[config.mk]
export PLATFORM = sky130hd
export DESIGN_NAME = conv_a1_ctrl
export DESIGN_NICKNAME = d
export VERILOG_FILES = /design/src/rtl/conv_a1_ctrl.sv
export SDC_FILE = /design/constraint.sdc
export NUM_CORES = 1
export LEC_CHECK = 0
export BUFFER_PORTS_ARGS = -buffer_cell sky130_fd_sc_hd__clkbuf_2
export CAP_MARGIN = 20
export CORE_MARGIN = 2
export CORE_UTILIZATION = 30
export DETAILED_ROUTE_END_ITERATION = 12
export GPL_ROUTABILITY_DRIVEN = 0
export HOLD_SLACK_MARGIN = 0.12
export SLEW_MARGIN = 20
export SYNTH_ARGS = -nofsm -noshare
export SYNTH_HDL_FRONTEND = slang
export SYNTH_SLANG_ARGS = --single-unit
[constraint.sdc]
create_clock -name clk -period 1.6 [get_ports clk]
set_input_delay 0.16 -clock clk [delete_from_list [all_inputs] [get_ports clk]]
set_output_delay 0.16 -clock clk [all_outputs]
set_load 0.02 [all_outputs]
[src/rtl/conv_a1_ctrl.sv]
`default_nettype none
// ============================================================================
//  Module   : conv_a1_ctrl
//  Purpose  : Sequencer for the 25-tap floating-point convolution datapath.
//             For each filter it loads the K*K weights from weight memory,
//             then streams IFM pixels into the line-buffer FIFO. It enables
//             the multiplier stage only when the accepted pixel completes a
//             valid window, tags results through the pipeline latency, and
//             emits OFM write strobes and addresses for every filter.
//  Options  : CONV_A1_CTRL_STALL_CNT_EN - adds a 16-bit saturating counter
//             of STREAM cycles in which no pixel was offered (stall_cnt).
//  Revision : 1.0 - initial release
// ============================================================================
module conv_a1_ctrl #(
    parameter int IFM_SIZE              = 14,
    parameter int KERNAL_SIZE           = 5,
    parameter int NUMBER_OF_FILTERS     = 2,
    parameter int PIPE_LATENCY          = 6,
    parameter int IFM_SIZE_NEXT         = IFM_SIZE - KERNAL_SIZE + 1,
    parameter int ADDRESS_SIZE_WM       = $clog2(KERNAL_SIZE * KERNAL_SIZE * NUMBER_OF_FILTERS),
    parameter int ADDRESS_SIZE_NEXT_IFM = $clog2(IFM_SIZE_NEXT * IFM_SIZE_NEXT),
    parameter int FILTER_SEL_W          = (NUMBER_OF_FILTERS > 1) ? $clog2(NUMBER_OF_FILTERS) : 1
) (
    input  logic                             clk,
    input  logic                             reset,
    input  logic                             start,
    input  logic                             pix_valid,
    output logic                             pix_ready,
    output logic                             wm_rd_en,
    output logic [ADDRESS_SIZE_WM-1:0]       wm_addr,
    output logic                             w_load,
    output logic                             conv_enable,
    output logic [FILTER_SEL_W-1:0]          filter_sel,
    output logic                             ofm_we,
    output logic [ADDRESS_SIZE_NEXT_IFM-1:0] ofm_addr,
    output logic                             busy,
    output logic                             done
`ifdef CONV_A1_CTRL_STALL_CNT_EN
    ,
    output logic [15:0]                      stall_cnt
`endif
);

    localparam int KK = KERNAL_SIZE * KERNAL_SIZE;
    localparam int LW = (KK > 1) ? $clog2(KK) : 1;
    localparam int CW = (IFM_SIZE > 1) ? $clog2(IFM_SIZE) : 1;
    localparam int AW = ADDRESS_SIZE_WM;
    localparam int OW = ADDRESS_SIZE_NEXT_IFM;
    localparam int FW = FILTER_SEL_W;

    localparam logic [LW-1:0] LD_LAST  = LW'(KK - 1);
    localparam logic [CW-1:0] PIX_LAST = CW'(IFM_SIZE - 1);
    localparam logic [CW-1:0] WIN_MIN  = CW'(KERNAL_SIZE - 1);
    localparam logic [OW-1:0] OFM_LAST = OW'(IFM_SIZE_NEXT * IFM_SIZE_NEXT - 1);
    localparam logic [FW-1:0] FS_LAST  = FW'(NUMBER_OF_FILTERS - 1);

    typedef enum logic [2:0] {
        S_IDLE   = 3'd0,
        S_LOAD_W = 3'd1,
        S_STREAM = 3'd2,
        S_DRAIN  = 3'd3,
        S_NEXT   = 3'd4,
        S_DONE   = 3'd5
    } state_t;

    state_t                  state_q, state_d;
    logic [LW-1:0]           ld_cnt_q, ld_cnt_d;
    logic [AW-1:0]           wm_addr_q, wm_addr_d;
    logic [CW-1:0]           row_q, row_d;
    logic [CW-1:0]           col_q, col_d;
    logic [FW-1:0]           filter_q, filter_d;
    logic [OW-1:0]           ofm_addr_q, ofm_addr_d;
    logic [PIPE_LATENCY-1:0] vsr_q;
    logic                    w_load_q;

    // Next-state and combinational outputs; every output defaults low so
    // IDLE (and therefore reset) drives all-zero.
    always_comb begin
        state_d     = state_q;
        ld_cnt_d    = ld_cnt_q;
        wm_addr_d   = wm_addr_q;
        row_d       = row_q;
        col_d       = col_q;
        filter_d    = filter_q;
        ofm_addr_d  = ofm_addr_q;
        pix_ready   = 1'b0;
        wm_rd_en    = 1'b0;
        wm_addr     = '0;
        conv_enable = 1'b0;
        done        = 1'b0;
        busy        = (state_q != S_IDLE);

        // Output address follows each write strobe and wraps at the last pixel
        if (vsr_q[PIPE_LATENCY-1]) begin
            ofm_addr_d = (ofm_addr_q == OFM_LAST) ? '0 : ofm_addr_q + OW'(1);
        end

        case (state_q)
            S_IDLE: begin
                if (start) begin
                    state_d    = S_LOAD_W;
                    filter_d   = '0;
                    ld_cnt_d   = '0;
                    wm_addr_d  = '0;
                    row_d      = '0;
                    col_d      = '0;
                    ofm_addr_d = '0;
                end
            end

            // Weight addresses run contiguously across filters, so the
            // running address equals filter*K*K + i without a multiplier.
            S_LOAD_W: begin
                wm_rd_en  = 1'b1;
                wm_addr   = wm_addr_q;
                wm_addr_d = wm_addr_q + AW'(1);
                if (ld_cnt_q == LD_LAST) begin
                    ld_cnt_d = '0;
                    state_d  = S_STREAM;
                end else begin
                    ld_cnt_d = ld_cnt_q + LW'(1);
                end
            end

            S_STREAM: begin
                pix_ready = 1'b1;
                if (pix_valid) begin
                    // Window complete only when both coordinates reach K-1;
                    // windows straddling a row wrap fail the column test.
                    conv_enable = (row_q >= WIN_MIN) && (col_q >= WIN_MIN);
                    if (col_q == PIX_LAST) begin
                        col_d = '0;
                        if (row_q == PIX_LAST) begin
                            row_d   = '0;
                            state_d = S_DRAIN;
                        end else begin
                            row_d = row_q + CW'(1);
                        end
                    end else begin
                        col_d = col_q + CW'(1);
                    end
                end
            end

            S_DRAIN: begin
                if (vsr_q == '0) begin
                    state_d = S_NEXT;
                end
            end

            S_NEXT: begin
                if (filter_q == FS_LAST) begin
                    state_d = S_DONE;
                end else begin
                    filter_d   = filter_q + FW'(1);
                    row_d      = '0;
                    col_d      = '0;
                    ofm_addr_d = '0;
                    state_d    = S_LOAD_W;
                end
            end

            S_DONE: begin
                done    = 1'b1;
                state_d = S_IDLE;
            end

            default: begin
                state_d = S_IDLE;
            end
        endcase
    end

    // State and counter registers
    always_ff @(posedge clk or negedge reset) begin
        if (!reset) begin
            state_q    <= S_IDLE;
            ld_cnt_q   <= '0;
            wm_addr_q  <= '0;
            row_q      <= '0;
            col_q      <= '0;
            filter_q   <= '0;
            ofm_addr_q <= '0;
        end else begin
            state_q    <= state_d;
            ld_cnt_q   <= ld_cnt_d;
            wm_addr_q  <= wm_addr_d;
            row_q      <= row_d;
            col_q      <= col_d;
            filter_q   <= filter_d;
            ofm_addr_q <= ofm_addr_d;
        end
    end

    // Weight load strobe trails the read by the one-cycle memory latency
    always_ff @(posedge clk or negedge reset) begin
        if (!reset) begin
            w_load_q <= 1'b0;
        end else begin
            w_load_q <= wm_rd_en;
        end
    end

    // Valid tag pipeline shifts every cycle because the adder stages free-run
    generate
        if (PIPE_LATENCY > 1) begin : g_vsr_shift
            always_ff @(posedge clk or negedge reset) begin
                if (!reset) begin
                    vsr_q <= '0;
                end else begin
                    vsr_q <= {vsr_q[PIPE_LATENCY-2:0], conv_enable};
                end
            end
        end else begin : g_vsr_single
            always_ff @(posedge clk or negedge reset) begin
                if (!reset) begin
                    vsr_q <= '0;
                end else begin
                    vsr_q <= conv_enable;
                end
            end
        end
    endgenerate

`ifdef CONV_A1_CTRL_STALL_CNT_EN
    logic [15:0] stall_q;

    // Saturating count of STREAM cycles without an offered pixel
    always_ff @(posedge clk or negedge reset) begin
        if (!reset) begin
            stall_q <= '0;
        end else if ((state_q == S_IDLE) && start) begin
            stall_q <= '0;
        end else if ((state_q == S_STREAM) && !pix_valid && (stall_q != 16'hFFFF)) begin
            stall_q <= stall_q + 16'd1;
        end
    end

    assign stall_cnt = stall_q;
`endif

    assign w_load     = w_load_q;
    assign ofm_we     = vsr_q[PIPE_LATENCY-1];
    assign ofm_addr   = ofm_addr_q;
    assign filter_sel = filter_q;

endmodule
`default_nettype wire

==> reports/summary.txt <==
status - finished with violations
violated checks - negative setup slack
post-synth cell types - 48
final net count - 266
clk_skew - 0.00704 ns
worst hold path depth - 3
Synth Flop Type - dfrtp_1
WL per Instance - 13.1 um
Setup WS pre-CTS - -0.0488 ns
Worst VDD drop - 624 uV
Worst Path Arrival - 1.57 ns
DP HPWL - 2970 um
GRT Util Overall - 12.7%
cell breakdown of the critical path - or3b_4, clkinv_4, buf_12, and2_4, buf_8
LEAKAGE - 1.34 nW
Period Utilization, post-route - 108%
f_max - 0.578 GHz
Port Buffers - 24
Residual DRC - 0
largest net degree at the start of global routing - 15
TritonCTS clock tree - built
worst r2r src - state_q[1]
worst hold slack - 0.224 ns
FP Rows - 28
Comb pwr share - 56.7%
most common cell after layout, fill and taps aside - dfrtp_1
EDFF count, synth - 0
clock sinks - 37
RSZ-0062 raised after global routing - yes
Iteration-0 DRC Markers - 79
Total Power - 4.67 mW
worst slew pin tran - 0.352 ns
ant diodes - 0
Psw - 1.83 mW
vias in the first global route - 1603
Clock power frac - 14.7%
Max Root-Sink Buffers - 2
Clk pin slew, worst setup/hold paths - 0.07 ns
Vias per Instance - 4.83
CP Launch Type - register
syn avg cell area - 9.92 um^2
maxcap violations - 0
final setup violating endpoints - 19
CP top delay family - simple AND/OR/NAND/NOR gates
Initial Util - 31.5%
R2R cell count - 7
share of power burned in registers - 28.6%
Critical Path Max Stage Delay - 0.44 ns
Slowest cell on crit path - or3b_4
final wirelength - 4320 um
die span in x - 83.5 um
# IOs - 25
Skew-Pair Late Insertion Delay - 0.29 ns
Final Slew Violations - 0
WS Path Type - register to primary output
WP buf/inv - 3
flops & latches, synth - 37
setup TNS - -1.42 ns
pwr dens - 1690 nW/um^2
number of buffers created by CTS - 5
Min-Delay Endpoint - filter_sel
Yosys warning total - 0
Tmin final - 1.73 ns
commonest non-fill, non-tap cells in the layout - dfrtp_1, buf_4, nand2_1, clkbuf_2
Via Count - 1595
Final WS setup - -0.129 ns
syn_nets - 203
post-synthesis cell count - 191
Core Region - 6030 um^2
antenna violations before repair - 0
worst hold path class - primary input to register
FILL cells - 559
Hold Startpoint - start
Slew Limit Headroom - 76.5%
Seq/Total Area, Yosys - 48.8%
drt pass-1 iters - 4
post-synthesis cell area - 1900 um^2
Reg-to-Reg End - col_q[2]
Die Y - 83.5 um
post-synthesis async set-or-reset flop share - 100%
Internal Power - 2.85 mW
Worst EP required - 1.44 ns
final instance area - 2770 um^2
first-pass GRT wire length - 7290 um
Crit Path Max Fanout - 7
Root Buffer - clkbuf_8
H-tree depth - 2
ratio of cells with drive above 1 in the final layout - 42.0%
placed cell area - 2320 um^2
CP endpoint kind - primary output
Detail Route Antenna Nets - 0
reg2reg setup slack - -0.07 ns
switching portion of total power - 39.1%
GR Overflow Total - 0
Fin. Hold Viols - 0
Die ar. - 6970 um^2
synthesis-to-layout area growth - 46.3%
synth_stat cells, drive strengths merged (2+ instances only):
library cell,instances,share of area (%)
dfrtp,37,49
o221ai,2,1.3
nor3,3,0.79
o21bai,2,0.79
buf,7,2.1
a22o,3,1.4
xnor2,3,1.4
a21oi,3,0.79
mux2,2,1.4
inv,11,2.2
or3b,3,1.5
a211oi,2,0.79
o21ai,17,4.5
or4,2,0.99
nand4,4,1.3
nand3,9,2.6
mux2i,2,1.1
o22ai,2,0.66
nor2,14,2.8
and2,8,2.6
a21o,4,1.6
xor2,5,2.3
ha,8,5.3
nand2,22,4.5
a31oi,2,0.66
worst max-delay path by stage:
stage / cells after the start / to / from / slack [ns]
detailed placement: 5 / row_q[0] / state_q[1] / -0.05
finish: 5 / wm_addr[0] / state_q[2] / -0.13
global placement: 5 / row_q[0] / state_q[1] / 0.0002
CTS: 5 / wm_addr[0] / state_q[2] / -0.16
global route: 5 / wm_addr[2] / state_q[2] / -0.19
floorplan: 7 / row_q[0] / col_q[1] / -0.004
metrics by stage:
stage	util (%)	instances
after floorplan	-	191
after global placement	38.5	310
after detailed placement	38.5	310
after CTS	44.1	327
after global routing	46.0	330
final	46.0	330
flip-flops by register name, indices dropped and copies added, names as in the netlist:
| register | flops |
|---|---|
| ld_cnt_q | 5 |
| wm_addr_q | 6 |
| w_load | 1 |
| row_q | 4 |
| col_q | 4 |
| state_q | 3 |
| ofm_addr | 7 |
| vsr_q | 6 |
| filter_sel | 1 |
worst reg2reg max path: stages, from the launching register on:
cell and delay, ns:
dfrtp_2 0.42, buf_6 0.13, buf_6 0.12, mux2_4 0.30, o211ai_4 0.23, buf_6 0.18, nor3_2 0.05, a21o_1 0.14
power by group through the flow:
| stage | sequential, mW | clock, mW | combinational, mW |
|---|---|---|---|
| global placement | 1.34 | 0 | 1.92 |
| global route | 1.37 | 0.759 | 2.85 |
| finish | 1.34 | 0.689 | 2.65 |
| floorplan | 1.33 | 0 | 1.21 |
| CTS | 1.32 | 0.719 | 2.38 |
| detailed placement | 1.34 | 0 | 1.93 |
kinds of logic after synthesis:
logic type,count (synthesis),share of synthesized area [%]
adder cells (fa/ha/maj),8,5.28
XOR/XNOR,8,3.70
buffers and inverters,19,4.75
AND/OR/NAND/NOR,73,20.1
multiplexers,4,2.44
AO/OA/AOI/OAI,42,14.9
flip-flops,37,48.8
layout make-up:
cell class,instances,area (um^2),share of cell area [%]
inverter,12,55.1,1.99
clock inverter,2,13.8,0.496
clock buffer,6,82.6,2.98
multi-input combinational,135,1040,37.5
timing repair buffer,63,559,20.2
sequential,37,928,33.5
tap,75,93.8,3.38
per-layer routing:
metal | GRT usage, % | share of wire [%] | vias up | wire, um
li1 | - | - | 795 | -
met1 | 15.5 | 45 | 773 | 1950
met2 | 22.5 | 51 | 24 | 2200
met3 | 3.56 | 3.0 | 3 | 130
met4 | 2.64 | 0.70 | 0 | 30
met5 | 0 | 0 | - | 0
what timing repair did:
item,in CTS,in global routing
pin swaps,8,6
gates cloned,0,1
buffers inserted,8,3
hold buffers,1,0
gates resized for setup,41,29
endpoints found under the hold margin,12,0
setup endpoints to repair,13,31
Note: power is estimated with default switching activity, not from simulation.
